<file path="src/rtl/string_window_pkg.sv">
`default_nettype none
// ============================================================================
//  Module   : string_window_pkg
//  Purpose  : Types and constants shared by the string window and the hash
//             stages that consume its output.
//  Contents : sw_state_e    - window FSM state encoding (IDLE/FILL/RUN)
//             BYTES_CNT_DEF - default window length in bytes
//  Revision : 1.0 - initial release
// ============================================================================
package string_window_pkg;

  localparam int BYTES_CNT_DEF = 15;

  typedef enum logic [1:0] {
    IDLE = 2'd0,
    FILL = 2'd1,
    RUN  = 2'd2
  } sw_state_e;

endpackage
`default_nettype wire

</file>
<file path="src/rtl/string_window.sv">
`default_nettype none
// ============================================================================
//  Module   : string_window
//  Purpose  : Sliding byte window over a packetised byte stream. Once a
//             packet has supplied BYTES_CNT bytes, every further byte yields
//             a new window together with the packet offset of its newest
//             byte. Packets shorter than the window produce nothing.
//  Ports    : clk_i, rst_n_i          - clock, async active-low reset
//             byte_i/byte_valid_i/
//             sop_i/eop_i/byte_ready_o - input byte stream (valid/ready)
//             string_o/pos_o/last_o/
//             string_valid_o/
//             string_ready_i           - window output (valid/ready)
//  Revision : 1.0 - initial release
// ============================================================================
module string_window
  import string_window_pkg::*;
#(
  parameter int BYTES_CNT = BYTES_CNT_DEF,
  parameter int POS_W     = 16
) (
  input  logic                       clk_i,
  input  logic                       rst_n_i,
  input  logic [7:0]                 byte_i,
  input  logic                       byte_valid_i,
  input  logic                       sop_i,
  input  logic                       eop_i,
  output logic                       byte_ready_o,
  output logic [BYTES_CNT-1:0][7:0]  string_o,
  output logic [POS_W-1:0]           pos_o,
  output logic                       last_o,
  output logic                       string_valid_o,
  input  logic                       string_ready_i
);

  localparam int               CNT_W    = $clog2(BYTES_CNT + 1);
  localparam logic [CNT_W-1:0] FULL_CNT = CNT_W'(BYTES_CNT);
  localparam logic [CNT_W-1:0] PRE_FULL = CNT_W'(BYTES_CNT - 1);

  sw_state_e                 state_q, state_d;
  logic [CNT_W-1:0]          fill_q, fill_d;
  logic [POS_W-1:0]          pos_q, pos_d;
  logic [BYTES_CNT-1:0][7:0] win_q, win_d;

  logic                      valid_q, valid_d;
  logic [BYTES_CNT-1:0][7:0] str_q, str_d;
  logic [POS_W-1:0]          opos_q, opos_d;
  logic                      last_q, last_d;

  logic                      accept;
  logic                      load;

  // The output register can always take a new window when it is empty or
  // being drained this cycle, so the input never sees a bubble.
  assign byte_ready_o = !valid_q || string_ready_i;
  assign accept       = byte_valid_i && byte_ready_o;

  // Window / counters / FSM next state
  always_comb begin
    state_d = state_q;
    fill_d  = fill_q;
    pos_d   = pos_q;
    win_d   = win_q;
    load    = 1'b0;

    if (accept) begin
      if (sop_i) begin
        // A start of packet always restarts, whatever state we were in;
        // older bytes are cleared so they can never leak into a window.
        win_d              = '0;
        win_d[BYTES_CNT-1] = byte_i;
        fill_d             = CNT_W'(1);
        pos_d              = '0;
        state_d            = FILL;
        if (eop_i) begin
          fill_d  = '0;
          state_d = IDLE;
        end
      end else if (state_q != IDLE) begin
        win_d = {byte_i, win_q[BYTES_CNT-1:1]};
        pos_d = (pos_q == '1) ? pos_q : pos_q + POS_W'(1);
        if (state_q == RUN || fill_q == PRE_FULL) begin
          load    = 1'b1;
          fill_d  = FULL_CNT;
          state_d = RUN;
        end else begin
          fill_d  = fill_q + CNT_W'(1);
          state_d = FILL;
        end
        if (eop_i) begin
          fill_d  = '0;
          state_d = IDLE;
        end
      end
      // Bytes outside a packet (IDLE without sop) are dropped.
    end
  end

  // Output register next state
  always_comb begin
    valid_d = valid_q;
    str_d   = str_q;
    opos_d  = opos_q;
    last_d  = last_q;
    if (load) begin
      valid_d = 1'b1;
      str_d   = win_d;
      opos_d  = pos_d;
      last_d  = eop_i;
    end else if (string_ready_i) begin
      valid_d = 1'b0;
    end
  end

  always_ff @(posedge clk_i or negedge rst_n_i) begin
    if (!rst_n_i) begin
      state_q <= IDLE;
      fill_q  <= '0;
      pos_q   <= '0;
      win_q   <= '0;
      valid_q <= 1'b0;
      str_q   <= '0;
      opos_q  <= '0;
      last_q  <= 1'b0;
    end else begin
      state_q <= state_d;
      fill_q  <= fill_d;
      pos_q   <= pos_d;
      win_q   <= win_d;
      valid_q <= valid_d;
      str_q   <= str_d;
      opos_q  <= opos_d;
      last_q  <= last_d;
    end
  end

  assign string_o       = str_q;
  assign pos_o          = opos_q;
  assign last_o         = last_q;
  assign string_valid_o = valid_q;

endmodule
`default_nettype wire

</file>
<file path="config.mk">
export PLATFORM = sky130hd
export DESIGN_NAME = string_window
export DESIGN_NICKNAME = d
export VERILOG_FILES = /design/src/rtl/string_window_pkg.sv /design/src/rtl/string_window.sv
export SDC_FILE = /design/constraint.sdc
export NUM_CORES = 1
export LEC_CHECK = 0
export BUFFER_PORTS_ARGS = -buffer_cell sky130_fd_sc_hd__buf_2
export CAP_MARGIN = 20
export CORE_MARGIN = 1
export CORE_UTILIZATION = 50
export CTS_BUF_LIST = sky130_fd_sc_hd__clkbuf_8
export DETAILED_ROUTE_END_ITERATION = 10
export GPL_ROUTABILITY_DRIVEN = 0
export PLACE_DENSITY = 0.69
export SYNTH_ARGS = -nofsm -noshare
export SYNTH_HDL_FRONTEND = slang
export SYNTH_SLANG_ARGS = --single-unit
</file>
<file path="constraint.sdc">
create_clock -name clk_i -period 2.2 [get_ports clk_i]
set_input_delay 0.44 -clock clk_i [delete_from_list [all_inputs] [get_ports clk_i]]
set_output_delay 0.44 -clock clk_i [all_outputs]
set_load 0.01 [all_outputs]
</file>
Word level (Yosys, flattened, before mapping)
Index checks and enable logic that the tools add are counted.
{"block": "word_totals", "regBits": 280, "in_bits": 14, "word_cells": 72}
{"block": "op_classes", "add_sub_neg": 2, "eq_ne": 3, "mux": 23, "n_reduce_logical": 8}
{"operator": "$mux W120", "n": 3}
{"operator": "$mux W16", "n": 4}
{"operator": "$add A16 B1 Y16 const B", "n": 1}
{"operator": "$eq A16 B16 Y1 const B", "n": 1}
{"operator": "$mux W4", "n": 4}
{"operator": "$mux W1", "n": 8}
{"operator": "$mux W2", "n": 4}
{"operator": "$reduce_bool A2 Y1", "n": 3}
{"operator": "$add A4 B1 Y4 const B", "n": 1}
{"operator": "$eq A4 B4 Y1 const B", "n": 1}
{"operator": "$eq A2 B2 Y1 const B", "n": 1}
{"operator": "$logic_or A1 B1 Y1", "n": 2}
{"operator": "$reduce_and A2 Y1", "n": 1}
{"operator": "$logic_and A1 B1 Y1", "n": 1}
{"operator": "$logic_not A1 Y1", "n": 1}

Logic depth before layout (Yosys ltp)
Gate-level depths: netlist (run 1).
{"block": "depth", "word_depth": 7, "mapped_depth": 10}

Worst setup path before layout (run 1)
No wires, ideal clock.
{"block": "synth_path", "path_type": "input port to flip-flop", "from": "in string_ready_i", "to": "reg str_q (netlist bit string_o[102])", "t_arrival_ps": 1910, "path_slack_ps": 162, "stages": 8, "n_path_buf": 3, "cell_sequence": "nand2b_1 -> clkbuf_1 -> and2_1 -> o21ai_0 -> clkbuf_1 -> buf_2 -> a22o_1 -> mux2_1"}
{"item": "start, declared", "line_no": "string_window.sv:33", "rtl": "input logic string_ready_i"}
{"item": "end signal, assigned", "line_no": "string_window.sv:131", "rtl": "str_q <= str_d;"}
{"item": "end, declared", "line_no": "string_window.sv:46", "rtl": "logic [BYTES_CNT-1:0][7:0] str_q, str_d;"}

Worst setup path in the final report (run 1)
{"block": "layout_path", "from": "reg pos_q[6]", "to": "reg pos_q[13]"}
{"block": "layout_via", "elab_chain_len": 5, "elab_cells_between_ends": 6}
{"item": "start, declared", "line_no": "string_window.sv:42", "rtl": "logic [POS_W-1:0] pos_q, pos_d;"}
{"item": "start signal, assigned", "line_no": "string_window.sv:128", "rtl": "pos_q <= pos_d;"}
{"item": "$add A16 B1 Y16 or $eq A16 B16 Y1 (tied branches)", "line_no": "string_window.sv:81", "rtl": "pos_d = (pos_q == '1) ? pos_q : pos_q + POS_W'(1);"}
{"item": "$mux W16 (*)", "line_no": "string_window.sv:81"}
{"item": "$mux W16 (*)", "line_no": "string_window.sv:79", "rtl": "end else if (state_q != IDLE) begin"}
{"item": "$mux W16 (*)", "line_no": "string_window.sv:67", "rtl": "if (sop_i) begin"}
{"item": "$mux W16 (*)", "line_no": "string_window.sv:66", "rtl": "if (accept) begin"}
{"item": "net pos_d[13]", "line_no": "string_window.sv:42"}
The timed path passes the listed nets; every way through them passes the cells marked *.
A chain may end at the register's enable or synchronous reset.

==> results of run 1 <==
==> worst min-delay path, cell delays in order <==
cell	delay, ps
buf_2	80
nand2_1	40
nand2_1	50
==> report_power, final <==
group | internal (mW) | switching [mW] | total [mW]
sequential | 5.23 | 0.0678 | 5.30
combinational | 0.146 | 0.294 | 0.440
clock | 2.49 | 1.94 | 4.43
total | 7.87 | 2.31 | 10.2
==> repair_timing <==
item,CTS,global route
endpoints found under the hold margin,55,0
gates resized for setup,0,1
hold buffers,1,0
endpoints found under the setup margin,0,3
==> synthesized netlist by cell type, types with 3 or more instances <==
library cell  count
dfrtp_1         280
a22o_1          111
mux2_2           89
nand2_1          54
buf_2            39
nor2_1           32
mux2_1           30
nand3_1          12
nor3_1           12
o21ai_0          12
clkbuf_1          8
xnor2_1           8
inv_1             7
a21oi_1           4
a31oi_1           4
mux2i_1           4
and2_1            3
and3_1            3
ha_1              3
nand4_1           3
nor4_2            3
o211ai_1          3
o21a_1            3
o21ai_1           3
o22a_1            3
o31ai_1           3
==> how the worst min path moves through the flow <==
stage / start / slack, ps / cells after the start / endpoint
4_1_cts: byte_i[0] / 90 / 3 / string_o[112]$_DFFE_PN0P_
6_report: byte_i[0] / 110 / 3 / string_o[112]$_DFFE_PN0P_
5_1_grt: byte_i[0] / 110 / 3 / string_o[112]$_DFFE_PN0P_
3_3_place_gp: rst_n_i / 440 / 1 / pos_o[4]$_DFFE_PN0P_
2_1_floorplan: rst_n_i / 140 / 0 / fill_q[0]$_DFFE_PN0P_
3_5_place_dp: rst_n_i / 440 / 1 / pos_o[2]$_DFFE_PN0P_
==> layout make-up <==
class	count	area [sq um]
Multi-Input combinational cell	429	3470
Clock buffer	55	757
Tap cell	275	344
Sequential cell	280	7010
Clock inverter	21	149
Fill cell	1627	8090
Timing Repair Buffer	184	1180
Inverter	7	26.3
==> per-layer routing <==
layer  track usage, %  share of wire, %  vias up
li1                 -                 -     3162
met1             29.9                45     3523
met2             32.7                47      187
met3             5.31               5.8       33
met4             6.91               1.7        0
met5                0                 0        -
==> logic make-up (layout without fill, tap and decap cells) <==
kind of cell               count (synthesis)  after routing  share of synthesized area (%)
buffers and inverters                     57            267                           2.53
xor gates and xnor gates                   9              9                          0.735
muxes                                    123            123                           12.9
DFF                                      280            280                           65.3
AOI/OAI and AO/OA                        156            156                           12.0
and+or+nand+nor                          138            138                           6.19
adders and majority gates                  3              3                          0.350
==> cells in the final DEF (no fill, tap or decap), drive strengths merged, types with 2 or more instances in the layout <==
| master | instances |
|---|---|
| nand4 | 3 |
| mux2 | 119 |
| and4 | 2 |
| o211ai | 3 |
| dfrtp | 280 |
| nand3 | 12 |
| clkinv | 4 |
| o21a | 3 |
| a21oi | 4 |
| o21ai | 16 |
| o22a | 3 |
| nand2 | 56 |
| a2111oi | 2 |
| nor3 | 12 |
| a22oi | 2 |
| a22o | 111 |
| a21o | 2 |
| ha | 3 |
| a31oi | 4 |
| or2 | 3 |
| clkbuf | 55 |
| and3 | 3 |
| and2 | 3 |
| inv | 22 |
| nand2b | 2 |
| mux2i | 4 |
| buf | 183 |
| bufinv | 2 |
| nor2 | 32 |
| o31ai | 3 |
| nor4 | 5 |
| xnor2 | 8 |
==> state kept, by name (all words and copies together), names as in the netlist <==
name and flops:
pos_o 16, string_valid_o 1, last_o 1, win_q 120
string_o 120, pos_q 16, fill_q 4, state_q 2
==> through the flow <==
stage / hold WS [ps] / worst slack [ps] / total power, mW / utilization (%) / std cells
floorplan: 144 / 162 / 5.59 / - / 766
global placement: 435 / 152 / 5.83 / 57.1 / 1174
detailed placement: 440 / 99.6 / 5.84 / 57.1 / 1174
CTS: 85.0 / 136 / 10.3 / 61.5 / 1251
global route: 108 / 15.4 / 10.6 / 61.5 / 1251
finish: 105 / 140 / 10.2 / 61.5 / 1251
==> flow_metrics.py, run 1 <==
metrics = {
    "timing": {
        "min_period_ps": 2060,
        "tightest_slew_ps": 829,
        "rsz0062_at_grt": "no",
        "finalCritPeriodShare_pct": 93.6,
        "slew_headroom_pct": 44.5,
        "finalSetupViolations": 0,
        "fin_tns_setup_ps": 0,
        "hold_viol": 0,
        "final_max_slew_viol_count": 0,
        "fin_skew_ps": 17.0,
        "clock.fmax_ghz": 0.485,
    },
    "synth": {
        "syn_nets": 783,
        "yosysSeqAreaShare_pct": 65.3,
        "syn_avg_cell_area_sq_um": 14.0,
        "synth.cell_area_sq_um": 10700,
        "synth_top_area_share_pct": 65.3,
        "synthArstFlopShare_pct": 100,
        "yosysUniqueCellTypes": 49,
        "synth_top_cell_by_area": "dfrtp_1",
        "synth_warnings": 0,
        "netlist_instances": 766,
        "synth-seq-cells": 280,
        "synth.area.top_cells": "dfrtp_1 (65%), mux2_2 (9.3%), a22o_1 (9.1%), mux2_1 (3.1%), nand2_1 (1.9%)",
        "synth-edff-count": 0,
        "synth_ff_type": "dfrtp_1",
    },
    "worst_setup_path": {
        "rrSetupSlack_ps": 140,
        "critPathArrivalTime_ps": 2450,
        "cp_max_fo": 7,
        "path_buf_inv": 0,
        "reg2reg_from": "pos_q[6]$_DFF_PN0_",
        "cp_slowest_stage_delay_ps": 540,
        "crit_path_start": "pos_q[6]$_DFF_PN0_",
        "path_depth": 5,
        "crit_type": "flop to flop",
        "cp-endpoint": "pos_q[13]$_DFF_PN0_",
        "endpoint_kind": "flop",
        "crit_family": "simple AND/OR/NAND/NOR gates",
        "cp.required_ps": 2590,
        "worstRegToRegCells": 5,
        "path_cells": "nand2_2 > or4_4 > or3_4 > a2111oi_4 > nor3_1",
        "cp-start-kind": "flop",
        "cp_slowest_cell": "or4_4",
        "reg2reg_to": "pos_q[13]$_DFF_PN0_",
    },
    "placed_design": {
        "io_buffers": 152,
        "hpwlAfterDp_um": 14900,
        "dpl_cell_area_sq_um": 12000,
    },
    "cells_and_area": {
        "nNetsFinal": 964,
        "n_antenna_cell": 0,
        "drive_gt1_share_pct": 36.2,
        "area_growth_pct": 20.5,
        "stdcell_area_sq_um": 12900,
    },
    "global_routing": {
        "grt_max_degree": 113,
        "grt_pass1_wl_um": 37200,
        "overflow": 0,
        "grt_pass1_vias": 7036,
        "grt_usage_pct": 21.3,
        "grt_antenna_before_repair": 0,
    },
    "pwr": {
        "powerDensity_nw_per_um2": 787,
        "peakVddDrop_v": 0.000459,
        "p_leak_nw": 6.86,
    },
    "detailed_routing": {
        "drtIter0Drc": 459,
        "vias": 6905,
        "viasPerCell": 5.52,
        "drc_errors": 0,
        "routed_wl_um": 22800,
        "drt-wirelength-per-cell_um": 18.3,
        "first_pass_iters": 5,
        "ant_nets": 0,
    },
    "clock_network": {
        "cts_sinks": 280,
        "htree_levels": 2,
        "cts_tree": "yes",
        "post_cts_buffers": 0,
        "cts_buffer_depth": 3,
        "worstSkewPairLatency_ps": 540,
        "cts_buffers": 45,
        "clk_pin_slew_ps": 60,
        "cts-root-buf": "clkbuf_8",
    },
    "floorplan": {
        "chipHeight_um": 148,
        "die_x_um": 148,
        "core_area_sq_um": 21000,
        "die-area_sq_um": 22000,
        "rows": 53,
        "io_pins": 153,
        "start_util_pct": 51.0,
    },
    "status": {
        "status": "finished clean",
    },
    "worst_hold_path": {
        "hold_class": "primary input to flop",
    },
    "flow_run": {
        "drv_cap": 0,
    },
}
(Power assumes the default switching activity.)
==> run 2: changes to the inputs <==
--- a/config.mk
+++ b/config.mk
@@ -13,6 +13,8 @@
 export DETAILED_ROUTE_END_ITERATION = 10
 export GPL_ROUTABILITY_DRIVEN = 0
 export PLACE_DENSITY = 0.69
+export REMOVE_ABC_BUFFERS = 1
 export SYNTH_ARGS = -nofsm -noshare
 export SYNTH_HDL_FRONTEND = slang
 export SYNTH_SLANG_ARGS = --single-unit
+export TNS_END_PERCENT = 20
==> flow_metrics.py, run 2 (synthesized netlist as in run 1, its figures left out) <==
metrics = {
    "clock_network": {
        "cts_tree": "yes",
        "cts_buffers": 45,
        "cts-root-buf": "clkbuf_8",
        "worstSkewPairLatency_ps": 540,
        "ctsResizeCount": 0,
        "clk_pin_slew_ps": 60,
        "htree_levels": 2,
        "cts_sinks": 280,
        "cts_buffer_depth": 3,
    },
    "worst_setup_path": {
        "path_cells": "nand2_2 > or4_4 > or3_4 > a2111oi_4 > nor3_1",
        "path_depth": 5,
        "reg2reg_to": "pos_q[13]$_DFF_PN0_",
        "reg2reg_from": "pos_q[6]$_DFF_PN0_",
        "crit_family": "simple AND/OR/NAND/NOR gates",
        "rrSetupSlack_ps": 120,
        "cp-start-kind": "flop",
        "path_buf_inv": 0,
        "cp_slowest_stage_delay_ps": 550,
        "critPathArrivalTime_ps": 2460,
        "cp_slowest_cell": "or4_4",
        "crit_type": "flop to flop",
        "worstRegToRegCells": 5,
        "cp.required_ps": 2580,
        "endpoint_kind": "flop",
        "cp_max_fo": 7,
    },
    "timing": {
        "hold_viol": 0,
        "final_max_slew_viol_count": 0,
        "tightest_slew_ps": 810,
        "setup_slack_ps": 122,
        "min_period_ps": 2080,
        "slew_headroom_pct": 45.8,
        "finalSetupViolations": 0,
        "clock.fmax_ghz": 0.481,
        "rsz0062_at_grt": "no",
        "finalCritPeriodShare_pct": 94.4,
        "fin_skew_ps": 26.9,
        "fin_tns_setup_ps": 0,
    },
    "pwr": {
        "power_mw": 9.73,
        "powerDensity_nw_per_um2": 759,
        "p_sw_share_pct": 23.1,
        "p_int_mw": 7.48,
        "peakVddDrop_v": 0.000424,
        "switchingPower_mw": 2.25,
        "power_frac_seq_pct": 54.4,
        "clkPwrFrac_pct": 41.1,
        "p_leak_nw": 6.84,
        "power_frac_comb_pct": 4.5,
    },
    "cells_and_area": {
        "nNetsFinal": 967,
        "fill_cells": 1659,
        "final_core_util_pct": 61.0,
        "final_common_cell": "dfrtp_1",
        "n_antenna_cell": 0,
        "area_growth_pct": 19.5,
        "final_cell_mix": "dfrtp_1 (280), buf_2 (151), a22o_1 (111), mux2_2 (89), nand2_1 (54)",
        "drive_gt1_share_pct": 35.4,
    },
    "status": {
        "status": "finished clean",
    },
    "detailed_routing": {
        "viasPerCell": 5.48,
        "drc_errors": 0,
        "ant_nets": 0,
        "routed_wl_um": 21500,
        "drt-wirelength-per-cell_um": 17.1,
        "first_pass_iters": 4,
        "drtIter0Drc": 299,
        "vias": 6873,
    },
    "floorplan": {
        "chipHeight_um": 148,
        "rows": 53,
        "start_util_pct": 51.0,
        "core_area_sq_um": 21000,
        "io_pins": 153,
        "die-area_sq_um": 22000,
        "die_x_um": 148,
    },
    "global_routing": {
        "grt_usage_pct": 20.6,
        "grt_busiest_layer": "met1",
        "grt_max_degree": 78,
        "grt_pass1_wl_um": 36300,
        "use_met3_pct": 4.48,
        "gr-usage-met1_pct": 31.0,
        "overflow": 0,
        "grt_antenna_before_repair": 0,
        "grt_pass1_vias": 6871,
        "gr-usage-met2_pct": 30.1,
    },
    "worst_hold_path": {
        "hold_depth": 3,
        "hold_start": "byte_i[6]",
        "hold_class": "primary input to flop",
        "min_to": "string_o[118]$_DFFE_PN0P_",
    },
    "placed_design": {
        "hpwlAfterDp_um": 13900,
        "dpl_worst_slack_ps": 141,
        "io_buffers": 152,
    },
    "flow_run": {
        "drv_cap": 0,
    },
}
## run 2: cell count changes in the layout (fill, tap and decap cells not counted), moves of 2 or more
cell,previous run,this run
inv_1,20,28
buf_4,18,23
clkbuf_8,55,51
buf_12,13,11
bufinv_16,2,0
## run 2: how the worst max path moves through the flow
| stage | startpoint | endpoint | slack [ps] |
|---|---|---|---|
| 2_1_floorplan | state_q[1]$_DFFE_PN0P_ | win_q[112]$_DFF_PN0_ | -6290 |
| 3_3_place_gp | pos_q[6]$_DFF_PN0_ | pos_q[13]$_DFF_PN0_ | 180 |
| 3_5_place_dp | pos_q[6]$_DFF_PN0_ | pos_q[13]$_DFF_PN0_ | 140 |
| 4_1_cts | pos_q[6]$_DFF_PN0_ | pos_q[13]$_DFF_PN0_ | 120 |
| 5_1_grt | pos_q[0]$_DFF_PN0_ | pos_o[2]$_DFFE_PN0P_ | 8 |
| 6_report | pos_q[6]$_DFF_PN0_ | pos_q[13]$_DFF_PN0_ | 120 |
## run 2: power groups by stage
stage | clock network [mW] | logic (mW) | registers (mW)
2_1_floorplan | 0 | 0.199 | 5.37
3_3_place_gp | 0 | 0.437 | 5.38
3_5_place_dp | 0 | 0.441 | 5.38
4_1_cts | 4.14 | 0.443 | 5.29
5_1_grt | 4.39 | 0.497 | 5.30
6_report | 4.00 | 0.434 | 5.29
## run 2: worst min-delay path, stage by stage
cell	delay, ps
buf_2	90
nand2_1	40
nand2_1	50
## run 2: per-stage QoR
| stage | cells | hold slack, ps | instance area, sq um |
|---|---|---|---|
| after floorplan | 716 | 144 | 10500 |
| after global placement | 1177 | 368 | 12000 |
| after detailed placement | 1177 | 363 | 12000 |
| after CTS | 1254 | 103 | 12800 |
| after global routing | 1254 | 119 | 12800 |
| final | 1254 | 136 | 12800 |
## run 2: cell type report
| cell class | instances | area (sq um) | share of cell area (%) |
|---|---|---|---|
| sequential | 280 | 7010 | 54.7 |
| clock buffer | 51 | 702 | 5.48 |
| tap | 275 | 344 | 2.68 |
| multi-input combinational | 429 | 3460 | 27.0 |
| timing repair buffer | 187 | 1170 | 9.15 |
| inverter | 7 | 26.3 | 0.205 |
| clock inverter | 25 | 103 | 0.800 |
## run 2: repair_timing
action,CTS,global route
buffers inserted,0,0
endpoints found under the hold margin,36,0
hold buffers,1,0
## run 2: routing by layer
metal  vias to the layer above  wire, um
li1                       3162         -
met1                      3507     10300
met2                       177      9780
met3                        27      1120
met4                         0       283
met5                         -         0
==> run 3: changes to the inputs <==
--- a/config.mk
+++ b/config.mk
@@ -7,12 +7,14 @@
 export LEC_CHECK = 0
 export BUFFER_PORTS_ARGS = -buffer_cell sky130_fd_sc_hd__buf_2
 export CAP_MARGIN = 20
+export CELL_PAD_IN_SITES_DETAIL_PLACEMENT = 0
+export CELL_PAD_IN_SITES_GLOBAL_PLACEMENT = 1
 export CORE_MARGIN = 1
-export CORE_UTILIZATION = 50
+export CORE_UTILIZATION = 49
 export CTS_BUF_LIST = sky130_fd_sc_hd__clkbuf_8
 export DETAILED_ROUTE_END_ITERATION = 10
 export GPL_ROUTABILITY_DRIVEN = 0
-export PLACE_DENSITY = 0.69
+export PLACE_DENSITY = 0.8
 export REMOVE_ABC_BUFFERS = 1
 export SYNTH_ARGS = -nofsm -noshare
 export SYNTH_HDL_FRONTEND = slang
==> flow_metrics.py, run 3 (synthesized netlist as in run 1, its figures left out) <==
metrics = {
    "cells_and_area": {
        "stdcell_area_sq_um": 12900,
        "area_growth_pct": 20.4,
        "final_common_cell": "dfrtp_1",
        "n_antenna_cell": 0,
        "final_cell_mix": "dfrtp_1 (280), buf_2 (151), a22o_1 (111), mux2_2 (89), clkbuf_8 (57)",
        "drive_gt1_share_pct": 36.3,
        "nNetsFinal": 968,
        "final_cells": 1258,
    },
    "detailed_routing": {
        "first_pass_iters": 4,
        "drtIter0Drc": 327,
        "ant_nets": 0,
        "drc_errors": 0,
        "vias": 6838,
        "viasPerCell": 5.44,
        "drt-wirelength-per-cell_um": 17.4,
        "routed_wl_um": 21900,
    },
    "pwr": {
        "clkPwrFrac_pct": 42.7,
        "powerDensity_nw_per_um2": 774,
        "p_int_mw": 7.69,
        "p_sw_share_pct": 23.0,
        "power_frac_seq_pct": 52.9,
        "power_mw": 10.0,
        "power_frac_comb_pct": 4.3,
        "p_leak_nw": 6.88,
        "switchingPower_mw": 2.30,
        "peakVddDrop_v": 0.000450,
    },
    "worst_setup_path": {
        "crit_path_start": "pos_q[3]$_DFF_PN0_",
        "worstRegToRegCells": 5,
        "cp-start-kind": "flop",
        "rrSetupSlack_ps": 150,
        "crit_type": "flop to flop",
        "cp_slowest_cell": "or4_4",
        "critPathArrivalTime_ps": 2440,
        "path_buf_inv": 0,
        "cp_slowest_stage_delay_ps": 560,
        "endpoint_kind": "flop",
        "path_cells": "nand2_2 > or4_4 > or3_4 > a2111oi_4 > nor3_1",
        "reg2reg_from": "pos_q[3]$_DFF_PN0_",
        "crit_family": "simple AND/OR/NAND/NOR gates",
        "cp_max_fo": 6,
        "cp.required_ps": 2580,
        "reg2reg_to": "pos_q[13]$_DFF_PN0_",
    },
    "clock_network": {
        "worstSkewPairLatency_ps": 540,
        "cts-root-buf": "clkbuf_8",
        "cts_sinks": 280,
        "cts_buffer_depth": 3,
        "clk_pin_slew_ps": 60,
        "htree_levels": 2,
        "cts_tree": "yes",
        "cts_buffers": 44,
    },
    "timing": {
        "final_max_slew_viol_count": 0,
        "fin_skew_ps": 18.5,
        "rsz0062_at_grt": "no",
        "finalCritPeriodShare_pct": 93.3,
        "min_period_ps": 2050,
        "setup_slack_ps": 147,
        "tightest_slew_ps": 778,
        "finalSetupViolations": 0,
        "clock.fmax_ghz": 0.487,
        "hold_viol": 0,
        "slew_headroom_pct": 48.0,
    },
    "floorplan": {
        "chipHeight_um": 150,
        "die-area_sq_um": 22500,
        "rows": 53,
        "io_pins": 153,
        "die_x_um": 150,
        "core_area_sq_um": 21200,
        "start_util_pct": 50.5,
    },
    "global_routing": {
        "grt_antenna_before_repair": 0,
        "overflow": 0,
        "grt_usage_pct": 19.7,
        "grt_pass1_wl_um": 35200,
        "grt_pass1_vias": 6665,
        "grt_max_degree": 66,
    },
    "placed_design": {
        "io_buffers": 152,
        "dpl_worst_slack_ps": 150,
        "dpl_cell_area_sq_um": 12000,
        "hpwlAfterDp_um": 14200,
        "dp.cells": 1179,
    },
    "worst_hold_path": {
        "min_to": "string_o[114]$_DFFE_PN0P_",
        "hold_start": "byte_i[2]",
        "hold_class": "primary input to flop",
        "hold_depth": 3,
    },
    "flow_run": {
        "drv_cap": 0,
    },
    "status": {
        "status": "finished clean",
    },
}
[run 3: cell count changes in the layout (fill, tap and decap cells not counted), sizes merged]
| cell | previous run | this run |
|---|---|---|
| buf | 186 | 188 |
| clkbuf | 51 | 57 |
| clkinv | 3 | 5 |
| inv | 29 | 23 |
[run 3: power by group through the flow]
stage | Clock, mW | Sequential [mW] | Combinational [mW]
finish | 4.27 | 5.29 | 0.433
floorplan | 0 | 5.37 | 0.199
CTS | 4.37 | 5.29 | 0.445
global placement | 0 | 5.38 | 0.435
global route | 4.62 | 5.30 | 0.489
detailed placement | 0 | 5.38 | 0.440
[run 3: layout make-up]
class,instances,area (sq um)
inverters,7,26.3
repair buffers,189,1200
clock buffers,57,785
fillers,1710,8300
multi-input cells,429,3460
clock inverters,21,90.1
well taps,275,344
flip-flops and latches,280,7010
[run 3: metrics by stage]
stage,hold slack [ps],TNS (ps),utilization [%]
floorplan,144,-1506870,-
global placement,427,0,56.7
detailed placement,427,0,56.7
CTS,73.2,0,60.9
global route,96.2,0,60.9
finish,108,0,60.9
[run 3: worst register-to-register path, cell delays in order (launching register included)]
cell       delay, ps
dfrtp_1          440
nand2_2           70
or4_4            560
or3_4            440
a2111oi_4        320
nor3_1            80
[run 3: per-layer routing]
layer,share of wire (%),vias to the layer above,track usage [%]
met5,0,-,0
met1,47,3496,28.8
met3,5.1,27,4.82
met2,46,150,29.4
li1,-,3165,-
met4,1.4,0,5.81
[run 3: repair_timing]
action	4_1_cts	5_1_grt
hold buffers	1	0
endpoints found under the hold margin	52	0
resized for setup	0	0
buffers inserted	0	0
[run 3: worst max path at each step]
stage,endpoint,slack [ps],cells past startpoint
finish,pos_q[13]$_DFF_PN0_,150,5
global route,pos_o[3]$_DFFE_PN0P_,40,7
CTS,pos_q[13]$_DFF_PN0_,130,5
detailed placement,pos_q[13]$_DFF_PN0_,150,5
global placement,pos_q[13]$_DFF_PN0_,180,5
floorplan,win_q[112]$_DFF_PN0_,-6290,3
